**config.mk**
```make
export PLATFORM = sky130hd
export DESIGN_NAME = adsr_envelope
export DESIGN_NICKNAME = d
export VERILOG_FILES = /design/src/rtl/adsr_envelope.sv
export SDC_FILE = /design/constraint.sdc
export NUM_CORES = 1
export LEC_CHECK = 0
export BUFFER_PORTS_ARGS = -buffer_cell sky130_fd_sc_hd__buf_2
export CAP_MARGIN = 0
export CORE_MARGIN = 4
export CORE_UTILIZATION = 35
export CTS_BUF_LIST = sky130_fd_sc_hd__clkbuf_4
export DETAILED_ROUTE_END_ITERATION = 8
export GPL_TIMING_DRIVEN = 0
export HOLD_SLACK_MARGIN = 0.1
export PLACE_DENSITY_LB_ADDON = 0.15
export SYNTH_ARGS = -nofsm -noshare
export SYNTH_HDL_FRONTEND = slang
export SYNTH_SLANG_ARGS = --single-unit
export TNS_END_PERCENT = 100
```
**constraint.sdc**
```tcl
create_clock -name clk_in -period 6 [get_ports clk_in]
set_clock_uncertainty 0.05 [all_clocks]
set_input_delay 0.6 -clock clk_in [delete_from_list [all_inputs] [get_ports clk_in]]
set_output_delay 0.6 -clock clk_in [all_outputs]
set_load 0.01 [all_outputs]
```
**src/rtl/adsr_envelope.sv**
```systemverilog
// adsr_envelope: per-voice ADSR amplitude envelope; scales an offset-binary sample by the current level.
// Latency: state/env change one edge after the input is sampled, and sample_out is registered one cycle after sample_in.
// Backpressure: none; this is a free-running streaming stage that accepts a new sample every cycle.
//
// Ports:
//   clk_in            system clock
//   rst_in            synchronous active-low reset
//   gate_in           key held
//   trigger_in        one-cycle new-note pulse (retriggers ATTACK from the current level)
//   attack_step_in    level increment per tick in ATTACK
//   decay_step_in     level decrement per tick in DECAY
//   sustain_level_in  SUSTAIN target level (tracked live)
//   release_step_in   level decrement per tick in RELEASE
//   sample_in         raw wavetable sample, offset-binary
//   sample_out        enveloped sample, registered
//   env_out           current envelope level, registered
//   state_out         IDLE=0 ATTACK=1 DECAY=2 SUSTAIN=3 RELEASE=4
//   active_out        high while state is not IDLE
module adsr_envelope #(
  parameter int SAMPLE_WIDTH = 8,
  parameter int ENV_WIDTH    = 16,
  parameter int TICK_DIV     = 1000
) (
  input  logic                    clk_in,
  input  logic                    rst_in,
  input  logic                    gate_in,
  input  logic                    trigger_in,
  input  logic [ENV_WIDTH-1:0]    attack_step_in,
  input  logic [ENV_WIDTH-1:0]    decay_step_in,
  input  logic [ENV_WIDTH-1:0]    sustain_level_in,
  input  logic [ENV_WIDTH-1:0]    release_step_in,
  input  logic [SAMPLE_WIDTH-1:0] sample_in,
  output logic [SAMPLE_WIDTH-1:0] sample_out,
  output logic [ENV_WIDTH-1:0]    env_out,
  output logic [2:0]              state_out,
  output logic                    active_out
);

  localparam int CNT_W = (TICK_DIV > 1) ? $clog2(TICK_DIV) : 1;
  localparam int PW    = SAMPLE_WIDTH + ENV_WIDTH + 1;
  localparam logic [CNT_W-1:0]        CNT_LAST = CNT_W'(TICK_DIV - 1);
  localparam logic [ENV_WIDTH-1:0]    ENV_MAX  = '1;
  localparam logic [SAMPLE_WIDTH-1:0] MID      = {1'b1, {(SAMPLE_WIDTH-1){1'b0}}};

  typedef enum logic [2:0] {
    S_IDLE    = 3'd0,
    S_ATTACK  = 3'd1,
    S_DECAY   = 3'd2,
    S_SUSTAIN = 3'd3,
    S_RELEASE = 3'd4
  } state_t;

  state_t                  state_q, state_d;
  logic [ENV_WIDTH-1:0]    env_q, env_d;
  logic [CNT_W-1:0]        cnt_q, cnt_d;
  logic [SAMPLE_WIDTH-1:0] sample_q, sample_d;
  logic                    tick;
  logic [ENV_WIDTH:0]      att_sum;
  logic [ENV_WIDTH:0]      dec_floor;
  logic signed [PW-1:0]    s_wide, e_wide, prod;

  // Free-running divider; never restarted by note events so tick phase is stable.
  assign tick  = (cnt_q == CNT_LAST);
  assign cnt_d = tick ? '0 : cnt_q + 1'b1;

  // State register
  always_ff @(posedge clk_in) begin
    if (!rst_in) begin
      state_q  <= S_IDLE;
      env_q    <= '0;
      cnt_q    <= '0;
      sample_q <= MID;
    end else begin
      state_q  <= state_d;
      env_q    <= env_d;
      cnt_q    <= cnt_d;
      sample_q <= sample_d;
    end
  end

  // Next-state / next-level logic. Note events override level arithmetic,
  // so a tick that coincides with a state-changing event leaves env untouched.
  always_comb begin
    state_d   = state_q;
    env_d     = env_q;
    // One bit wider so overflow past ENV_MAX and sustain+step are exact.
    att_sum   = {1'b0, env_q} + {1'b0, attack_step_in};
    dec_floor = {1'b0, sustain_level_in} + {1'b0, decay_step_in};

    if (trigger_in) begin
      state_d = S_ATTACK;
    end else if (gate_in && (state_q == S_IDLE || state_q == S_RELEASE)) begin
      state_d = S_ATTACK;
    end else if (!gate_in && (state_q == S_ATTACK || state_q == S_DECAY ||
                              state_q == S_SUSTAIN)) begin
      state_d = S_RELEASE;
    end else begin
      case (state_q)
        S_IDLE: env_d = '0;
        S_ATTACK: begin
          // Zero step completes the phase rather than holding forever.
          if (tick) begin
            if (attack_step_in == '0 || att_sum >= {1'b0, ENV_MAX}) begin
              env_d   = ENV_MAX;
              state_d = S_DECAY;
            end else begin
              env_d = att_sum[ENV_WIDTH-1:0];
            end
          end
        end
        S_DECAY: begin
          if (tick) begin
            if (decay_step_in == '0 || {1'b0, env_q} <= dec_floor) begin
              env_d   = sustain_level_in;
              state_d = S_SUSTAIN;
            end else begin
              env_d = env_q - decay_step_in;
            end
          end
        end
        S_SUSTAIN: begin
          if (tick) env_d = sustain_level_in;
        end
        S_RELEASE: begin
          if (tick) begin
            if (release_step_in == '0 || env_q <= release_step_in) begin
              env_d   = '0;
              state_d = S_IDLE;
            end else begin
              env_d = env_q - release_step_in;
            end
          end
        end
        default: begin
          env_d   = '0;
          state_d = S_IDLE;
        end
      endcase
    end
  end

  // Signed scaling around the midpoint; the arithmetic shift floors toward
  // -inf, and env < 1.0 keeps the result inside the sample range.
  always_comb begin
    s_wide   = $signed(PW'(sample_in)) - $signed(PW'(MID));
    e_wide   = $signed(PW'(env_q));
    prod     = s_wide * e_wide;
    sample_d = SAMPLE_WIDTH'((prod >>> ENV_WIDTH) + $signed(PW'(MID)));
  end

  // Output logic
  always_comb begin
    state_out  = state_q;
    env_out    = env_q;
    sample_out = sample_q;
    active_out = (state_q != S_IDLE);
  end

endmodule

```
After elaboration in Yosys (flattened, before gate mapping) --
Cells that the tools add are included.
Cells by class: div/mod/pow operators 0, reduce and logical (&&, ||, !) cells 22, add/sub/neg operators 7, order comparisons 3, multiplexer cells 18, bitwise gates (word level) 5, equality and inequality tests 26, multipliers 1, shift-type cells 0
Operators by type and width (number):
- 16-bit 2-to-1 mux | 7
- 16-bit one-hot mux with 4 select lines | 1
- 16-bit logical NOT | 3
- 16-bit by 16-bit adder with 17-bit output | 2
- 16-bit subtractor | 2
- 7-bit AND reduction | 4
- 9-bit by 17-bit multiplier with 24-bit output | 1
- 3-bit 2-to-1 mux | 7
- 17-bit by 16-bit >= comparator with 1-bit output (second input constant) | 1
- 16-bit by 17-bit <= comparator with 1-bit output | 1
- 16-bit <= comparator | 1
- 5-bit by 3-bit != test with 1-bit output (second input constant) | 3
- 3-bit one-hot mux with 4 select lines | 1
- 10-bit by 1-bit adder with 10-bit output (second input constant) | 1
- 10-bit == test (second input constant) | 1
- 5-bit by 4-bit != test with 1-bit output (second input constant) | 2
- 3-bit by 1-bit != test with 1-bit output (second input constant) | 3
- 3-bit by 2-bit != test with 1-bit output (second input constant) | 3
- 8-bit by 8-bit subtractor with 9-bit output (second input constant) | 1
- 8-bit adder (second input constant) | 1
- 2-bit by 1-bit != test with 1-bit output (second input constant) | 4
- 2-bit != test (second input constant) | 4
- 3-bit by 2-bit == test with 1-bit output (second input constant) | 2
- 1-bit logical OR | 6
- other kinds (13) | 20
Storage, ports and cells: logic and storage cells 88, flip-flop bits (word level) 37, memories kept 0, input bits 76, memory bits (writable) 0, output and inout bits 28, bits in latches 0, ROM bits 0

Longest topological paths before layout --
Gate-level depths: netlist of run 1.
depth in word-level cells 9, gate-level depth with buffers 22, gate-level depth less buffers 21

Worst setup path after synthesis of run 1 --
No wires, ideal clock.
kind input -> register, start input sample_in[7], end register sample_q[7] (netlist: sample_out[7]), required time 5.820 ns, library setup time 0.130 ns, slack 0.137 ns, arrival time 5.683 ns, stages 20, buffers on the path 1, cells stage by stage clkbuf_1 > or2_2 > fa_1 > fa_1 > inv_1 > fa_1 > fa_1 > inv_1 > fa_1 > inv_1 > ha_1 > nand4b_1 > or4_1 > a211oi_1 > a211oi_2 > a21oi_2 > a31oi_2 > o21ai_1 > xnor2_1 > nand2_1
Between the ends: longest elaborated chain between the ends 3
Ends and longest elaborated chain:
- start, declared | RTL line 32 | input logic [SAMPLE_WIDTH-1:0] sample_in,
- 8-bit by 8-bit subtractor with 9-bit output | RTL line 145 | s_wide = $signed(PW'(sample_in)) - $signed(PW'(MID));
- 9-bit by 17-bit multiplier with 24-bit output | RTL line 147 | prod = s_wide * e_wide;
- 8-bit adder | RTL line 148 | sample_d = SAMPLE_WIDTH'((prod >>> ENV_WIDTH) + $signed(PW'(MID)));
- end signal, assigned | RTL line 77 | sample_q <= sample_d;
- end, declared | RTL line 56 | logic [SAMPLE_WIDTH-1:0] sample_q, sample_d;
Every way passes these cells. A chain may end at the register's enable or synchronous reset.

Worst setup path in the final report of run 1 --
start input sample_in[6], end register sample_q[6] (netlist: sample_out[6])
Same word-level chain as after synthesis.

==> run metrics, run 1 <==
period utilization a little over nine tenths; startpoint types primary input; Hold Path Depth 3; Site Rows 60; Top FF cell, synth dfxtp_1; Synthesized Nets roughly 1500; Synth async-reset ratio 0%; remaining antenna violation count 0; worst skew pair latency 0.40 ns; Clock Path Buffers 2; DRT Pass-1 Iters 5; Area Growth Syn to Fin 12.68%; Max IR drop VDD a little under 0.00006 V; pre-CTS setup slack -0.9187 ns; Final setup violation count 0; reg2reg end sample_out[6]; Design Area, Final 0.01090 mm²; Distinct cells, synth 79; Post-Synthesis Cells 1183; Worst Reg-to-Reg Cells 18; crit path to sample_out[6]; number of H-tree levels 2; fin nets 1607; Vias/cell 5.303; Post-synth EDFFs 0; port bufs approximately 100; Crit-path slowest cell fa_1; Post-Layout Cell Count 1668; vias in the first global route 8759; Ports 104; CP cell instances buf_2 > buf_2 > nand2_1 > fa_1 > fa_1 > inv_1 > fa_1 > fa_1 > inv_1 > fa_1 > inv_1 > ha_4 > a2111oi_4 > a211oi_4 > a211oi_4 > a21oi_2 > a31oi_4 > nor2b_1 > or3_1 > and3_1; Core Region 0.02710 mm²; final hold vios 0; synthesized area per cell slightly above 8 µm²; gr usage total 20.21%; max incr delay on CP 0.55 ns; die area 0.03035 mm²; Fmax approximately 170 MHz; P per Cell Area 77.95 mW/mm²; reg-to-reg slack, setup 0.23 ns; reg2reg start env_out[12]; initial antenna violation count 1; worst-margin pin slew around 0.94 ns; sequential-to-total area share from yosys stat 7.660%; DR vias 8846; Crit path arrival time approximately 6 ns; CTS tree built; global-route wire length before repair 48760 µm; RSZ-0062 raised after global routing true; WS Path Type in2reg; # hold bufs at CTS 0; Yosys warnings 0; global route overflow 0; Leak Pwr 5.599 nW; post-DP HPWL 26000 µm; Max-Cap Viols 0; CP max FO 10; Clock Sinks 37; Die H 174.2 µm; Netlist Area Pre-Place 0.009669 mm²; root buffer cell clkbuf_4; CP Data Required Time 6.24 ns; DR iter-0 viols 607; min-delay worst type in2reg; die width 174.2 µm; Initial Utilization 35.68%; Num CTS Buffers 5; status complete, no violations; normalized max-slew margin 36.80%; Final Max Slew Viols 0; Setup crit start sample_in[6]; Seq cells post-synth 37; Final min period 5.793 ns; total power after layout between 0.8 and 0.9 mW; routed len/inst 18.65 µm; DP Area 0.01064 mm²; Sum Neg Setup Slack 0 ns; Routed WL between 30000 and 40000 µm; Crit. End Element flip-flop; clock-pin slew on the worst setup and hold paths 0.15 ns; largest net degree at the start of global routing 17; DRC viols 0; number of placed instances with taps included 1656; Routability Congestion approximately 0.9; layout cells sized above 1 about 14%; CP dominant cell by count fa_1; final worst slack 0.2070 ns
==> layout by cell type, fill, tap and decap left out, types with 5 or more instances in the layout <==
master	count
ha_1	134
inv_1	131
nand2_1	116
buf_2	106
fa_1	102
and2_1	76
nor2_1	64
a21oi_1	58
o21ai_0	53
xnor2_1	38
xor2_1	26
dfxtp_1	26
nor2b_1	25
nand3_1	25
a21o_1	22
nor4_1	18
clkbuf_1	16
o21a_1	14
nor3_1	13
a211oi_1	12
a31oi_1	11
buf_4	10
clkbuf_4	10
o21bai_1	9
o311a_1	9
clkbuf_2	8
o21ai_1	8
nand2b_1	8
and3_1	8
nand4_1	8
dfxtp_4	8
mux2i_1	7
or3_1	6
o211ai_1	6
or2_2	5
o31ai_1	5
and4_1	5
==> worst min path at each step <==
stage                        start      endpoint  slack [ns]
after floorplan           cnt_q[0]      cnt_q[0]        0.38
after global placement    cnt_q[0]      cnt_q[0]        0.40
after detailed placement  cnt_q[0]      cnt_q[0]        0.41
after CTS                  gate_in  state_out[2]        0.39
after global routing        rst_in  state_out[2]        0.42
final                       rst_in  state_out[2]        0.42
==> power breakdown <==
part | total (mW) | leakage (nW) | switching (mW) | internal [mW]
Sequential | 0.257 | 0.309 | 0.00702 | 0.250
Combinational | 0.435 | 5.26 | 0.260 | 0.175
Clock | 0.157 | 0.0279 | 0.107 | 0.0503
==> state kept, by name, summed over array words and instances (netlist names) <==
register / cells
env_out: 16
cnt_q: 10
sample_out: 8
state_out: 3
==> metrics by stage <==
| step | hold WS, ns | utilization [%] |
|---|---|---|
| floorplan | 0.3802 | - |
| global placement | 0.4001 | 39.26 |
| detailed placement | 0.4086 | 39.26 |
| CTS | 0.3903 | 39.85 |
| global route | 0.4236 | 40.20 |
| finish | 0.4203 | 40.20 |
==> final cells by class <==
type / count / area, µm²
Antenna cell: 1 / 2.502
Sequential cell: 37 / 774.5
Clock inverter: 2 / 15.01
Clock buffer: 6 / 45.04
Fill cell: 2855 / 16210
Inverter: 132 / 495.5
Tap cell: 372 / 465.4
Timing Repair Buffer: 107 / 553.0
Multi-Input combinational cell: 971 / 8324
Buffer: 40 / 220.2
==> critical path: cells and delay by family <==
| kind | cells | cell delay (ns) |
|---|---|---|
| AND/OR/NAND/NOR | 4 | 0.69 |
| buffers and inverters | 5 | 0.63 |
| adder cells (fa/ha/maj) | 6 | 2.81 |
| AO/OA/AOI/OAI | 5 | 1.30 |
==> kinds of logic (layout without fill, tap and decap cells) <==
group / after synthesis / count (layout) / synth area share [%]
fa+ha+maj: 238 / 238 / 38.69
compound gates: 262 / 262 / 18.75
mux: 9 / 9 / 0.9576
simple gates: 398 / 398 / 21.17
flops: 37 / 37 / 7.660
xor+xnor: 64 / 64 / 5.797
buf+inv: 175 / 287 / 6.975
other cells: 0 / 1 / 0
==> metal layers <==
metal / vias up / share of wire [%] / global-route usage, %
met5: - / 0 / 0
met4: 0 / 1.0 / 3.035
met3: 21 / 5.1 / 2.936
met2: 208 / 45 / 32.38
met1: 4305 / 49 / 29.51
li1: 4312 / - / -
==> cells in the mapped netlist, drive strengths merged, types with 4 or more instances <==
cell type	count	share of area, %
dfxtp	37	7.7
nand3	25	1.3
clkbuf	35	1.4
nand3b	4	0.31
a31oi	13	0.97
a221oi	8	0.92
nor3	14	0.84
and2	77	5.0
nand2	116	4.5
o21bai	9	0.70
a2111oi	5	0.65
buf	8	0.48
nor4	18	1.2
o211ai	6	0.47
fa	102	21
xor2	26	2.4
mux2i	7	0.72
nand4	8	0.52
inv	132	5.1
o311ai	4	0.36
nor2b	25	1.6
a21oi	60	3.2
o31ai	6	0.52
o311a	9	0.93
ha	135	17
a211oi	16	1.4
o21ai	62	3.2
nor3b	5	0.44
or3	6	0.39
xnor2	38	3.4
or2	5	0.32
nor2	65	2.5
and4	5	0.45
and3	8	0.52
or4	4	0.31
a21o	22	1.7
o21a	14	1.1
nand2b	8	0.52
==> repair_timing <==
action | 4_1_cts | 5_1_grt
pin swaps | 4 | 9
setup buffers | 1 | 5
endpoints found under the hold margin | 0 | 0
endpoints found under the setup margin | 8 | 7
gates resized for setup | 34 | 38
cloned | 0 | 0
No activity file was read; power rests on OpenSTA's default activity.
==> run 2: changes to the inputs <==
- CTS_BUF_LIST: sky130_fd_sc_hd__clkbuf_4 -> sky130_fd_sc_hd__clkbuf_8
==> run metrics, run 2 (synthesis gave the netlist of run 1 again) <==
status complete, no violations; DR vias roughly 9000; worst-margin pin slew approximately 0.96 ns; Routed WL 31060 µm; Crit-path slowest cell dfxtp_1; WS Path Type reg2reg; max incr delay on CP 0.61 ns; Area Growth Syn to Fin 12.40%; CP bufs+invs 2; DP Area ~0.011 mm²; port bufs 101; DRT Pass-1 Iters 5; delay-heaviest family, CP adder cells; Routability Congestion 0.9083; Leak Pwr 5.580 nW; CP Data Required Time 6.16 ns; Core Region 0.02710 mm²; Clock Sinks 37; most frequent cells in the layout 134 x ha_1, 132 x inv_1, 116 x nand2_1; Fmax 169.8 MHz; Antenna Cells 0; CP dominant cell by count fa_1; number of placed instances with taps included 1656; layout cells sized above 1 13.79%; Vias/cell 5.297; # hold bufs at CTS 0; largest net degree at the start of global routing 17; root buffer cell clkbuf_8; normalized max-slew margin a little over a third; Final setup violation count 0; max reg flops 16; worst skew pair latency 0.33 ns; Site Rows 60; initial antenna violation count 0; Max-Cap Viols 0; global-route wire length before repair 48800 µm; final hold vios 0; fin nets 1603; Sequential Area 762.0 µm²; Multi-input gate area ~0.0083 mm²; clock-pin slew on the worst setup and hold paths 0.10 ns; Die H 174.2 µm; Final min period 5.890 ns; CTS tree built; Post-Layout Cell Count 1663; commonest non-fill, non-tap cell in the layout ha_1; Initial Utilization 35.68%; Num CTS Buffers 5; routed len/inst between 15 and 20 µm; DR iter-0 viols 511; global route overflow 0; CP max FO 10; post-DP HPWL 26000 µm; die width 174.2 µm; P per Cell Area roughly 81 mW/mm²; Design Area, Final 0.01087 mm²; RSZ-0062 raised after global routing true; period utilization a little over nine tenths; die area 0.03035 mm²; remaining antenna violation count 0; number of H-tree levels 2; Clock Path Buffers 2; Ports roughly 100; min-delay worst type reg2reg; Sum Neg Setup Slack 0 ns; total power after layout 0.8851 mW; CP cell instances clkbuf_1 > nand2_1 > fa_1 > inv_1 > fa_1 > fa_1 > fa_1 > ha_1 > ha_1 > and4_1 > o21ai_1 > a211oi_4 > a211oi_4 > a21oi_2 > a31oi_4 > nor2b_1 > or3_1 > and3_1; Crit path arrival time 6.05 ns; Crit. End Element flip-flop; # fillers about 2900; vias in the first global route just under 9000; Max IR drop VDD 0.00008035 V; DRC viols 0; gr usage total between 20% and 30%; Final Max Slew Viols 0; Final Core Density between 40% and 50%; startpoint types flip-flop
==> run 2: cell types whose count changed in the layout (fill, tap and decap cells not counted) <==
cell / change
buf_6: -1
dfxtp_1: +2
clkbuf_2: +3
buf_2: -2
diode_2: -1
clkbuf_4: -4
buf_4: -7
clkbuf_8: +5
dfxtp_2: +2
inv_1: +1
dfxtp_4: -4
clkbuf_1: +1
==> run 2: routing by layer <==
metal	wire, µm	GRT usage (%)	share of wire, %	vias to the layer above
met5	0	0	0	-
met4	295	2.936	0.95	0
met3	1633	3.197	5.3	15
met2	13950	32.45	45	210
met1	15180	29.43	49	4280
li1	-	-	-	4304
==> run 2: worst reg2reg max path: cells and delay by family, from the launching register on <==
kind | cells | cell delay [ns]
compound gates | 5 | 1.00
fa+ha+maj | 6 | 2.64
buf+inv | 2 | 0.53
flops | 1 | 0.61
simple gates | 5 | 0.93
==> run 2: power breakdown <==
part | internal [mW] | switching, mW
registers | 0.251 | 0.00732
logic | 0.175 | 0.259
clock network | 0.0805 | 0.112
==> run 2: timing repair <==
action                     in CTS  in global routing
buffers inserted                1                  0
gates resized for setup        26                 36
setup endpoints to repair       8                 16
pin swaps                       7                  6
==> run 2: path summary, 6_finish.rpt <==
kind / startpoint / endpoint / slack, ns / cells past startpoint
max: env_out[11] / sample_out[6] / 0.11 / 18
min: cnt_q[0] / cnt_q[0] / 0.43 / 1
max reg2reg: env_out[11] / sample_out[6] / 0.11 / 18
min reg2reg: cnt_q[0] / cnt_q[0] / 0.43 / 1
==> run 2: layout make-up <==
| type | count | share of cell area, % |
|---|---|---|
| Sequential cell | 37 | 7.011 |
| Inverter | 132 | 4.559 |
| Clock inverter | 3 | 0.1727 |
| Buffer | 41 | 2.003 |
| Clock buffer | 5 | 0.6332 |
| Timing Repair Buffer | 102 | 4.743 |
| Tap cell | 372 | 4.283 |
| Multi-Input combinational cell | 971 | 76.59 |
==> run 2: per-stage QoR <==
| step | hold slack (ns) | worst slack (ns) |
|---|---|---|
| after detailed placement | 0.4086 | -0.9187 |
| final | 0.4310 | 0.1100 |
| after CTS | 0.4307 | 0.01744 |
| after global placement | 0.4001 | -0.8892 |
| after floorplan | 0.3802 | 0.1374 |
| after global routing | 0.4549 | -0.09922 |
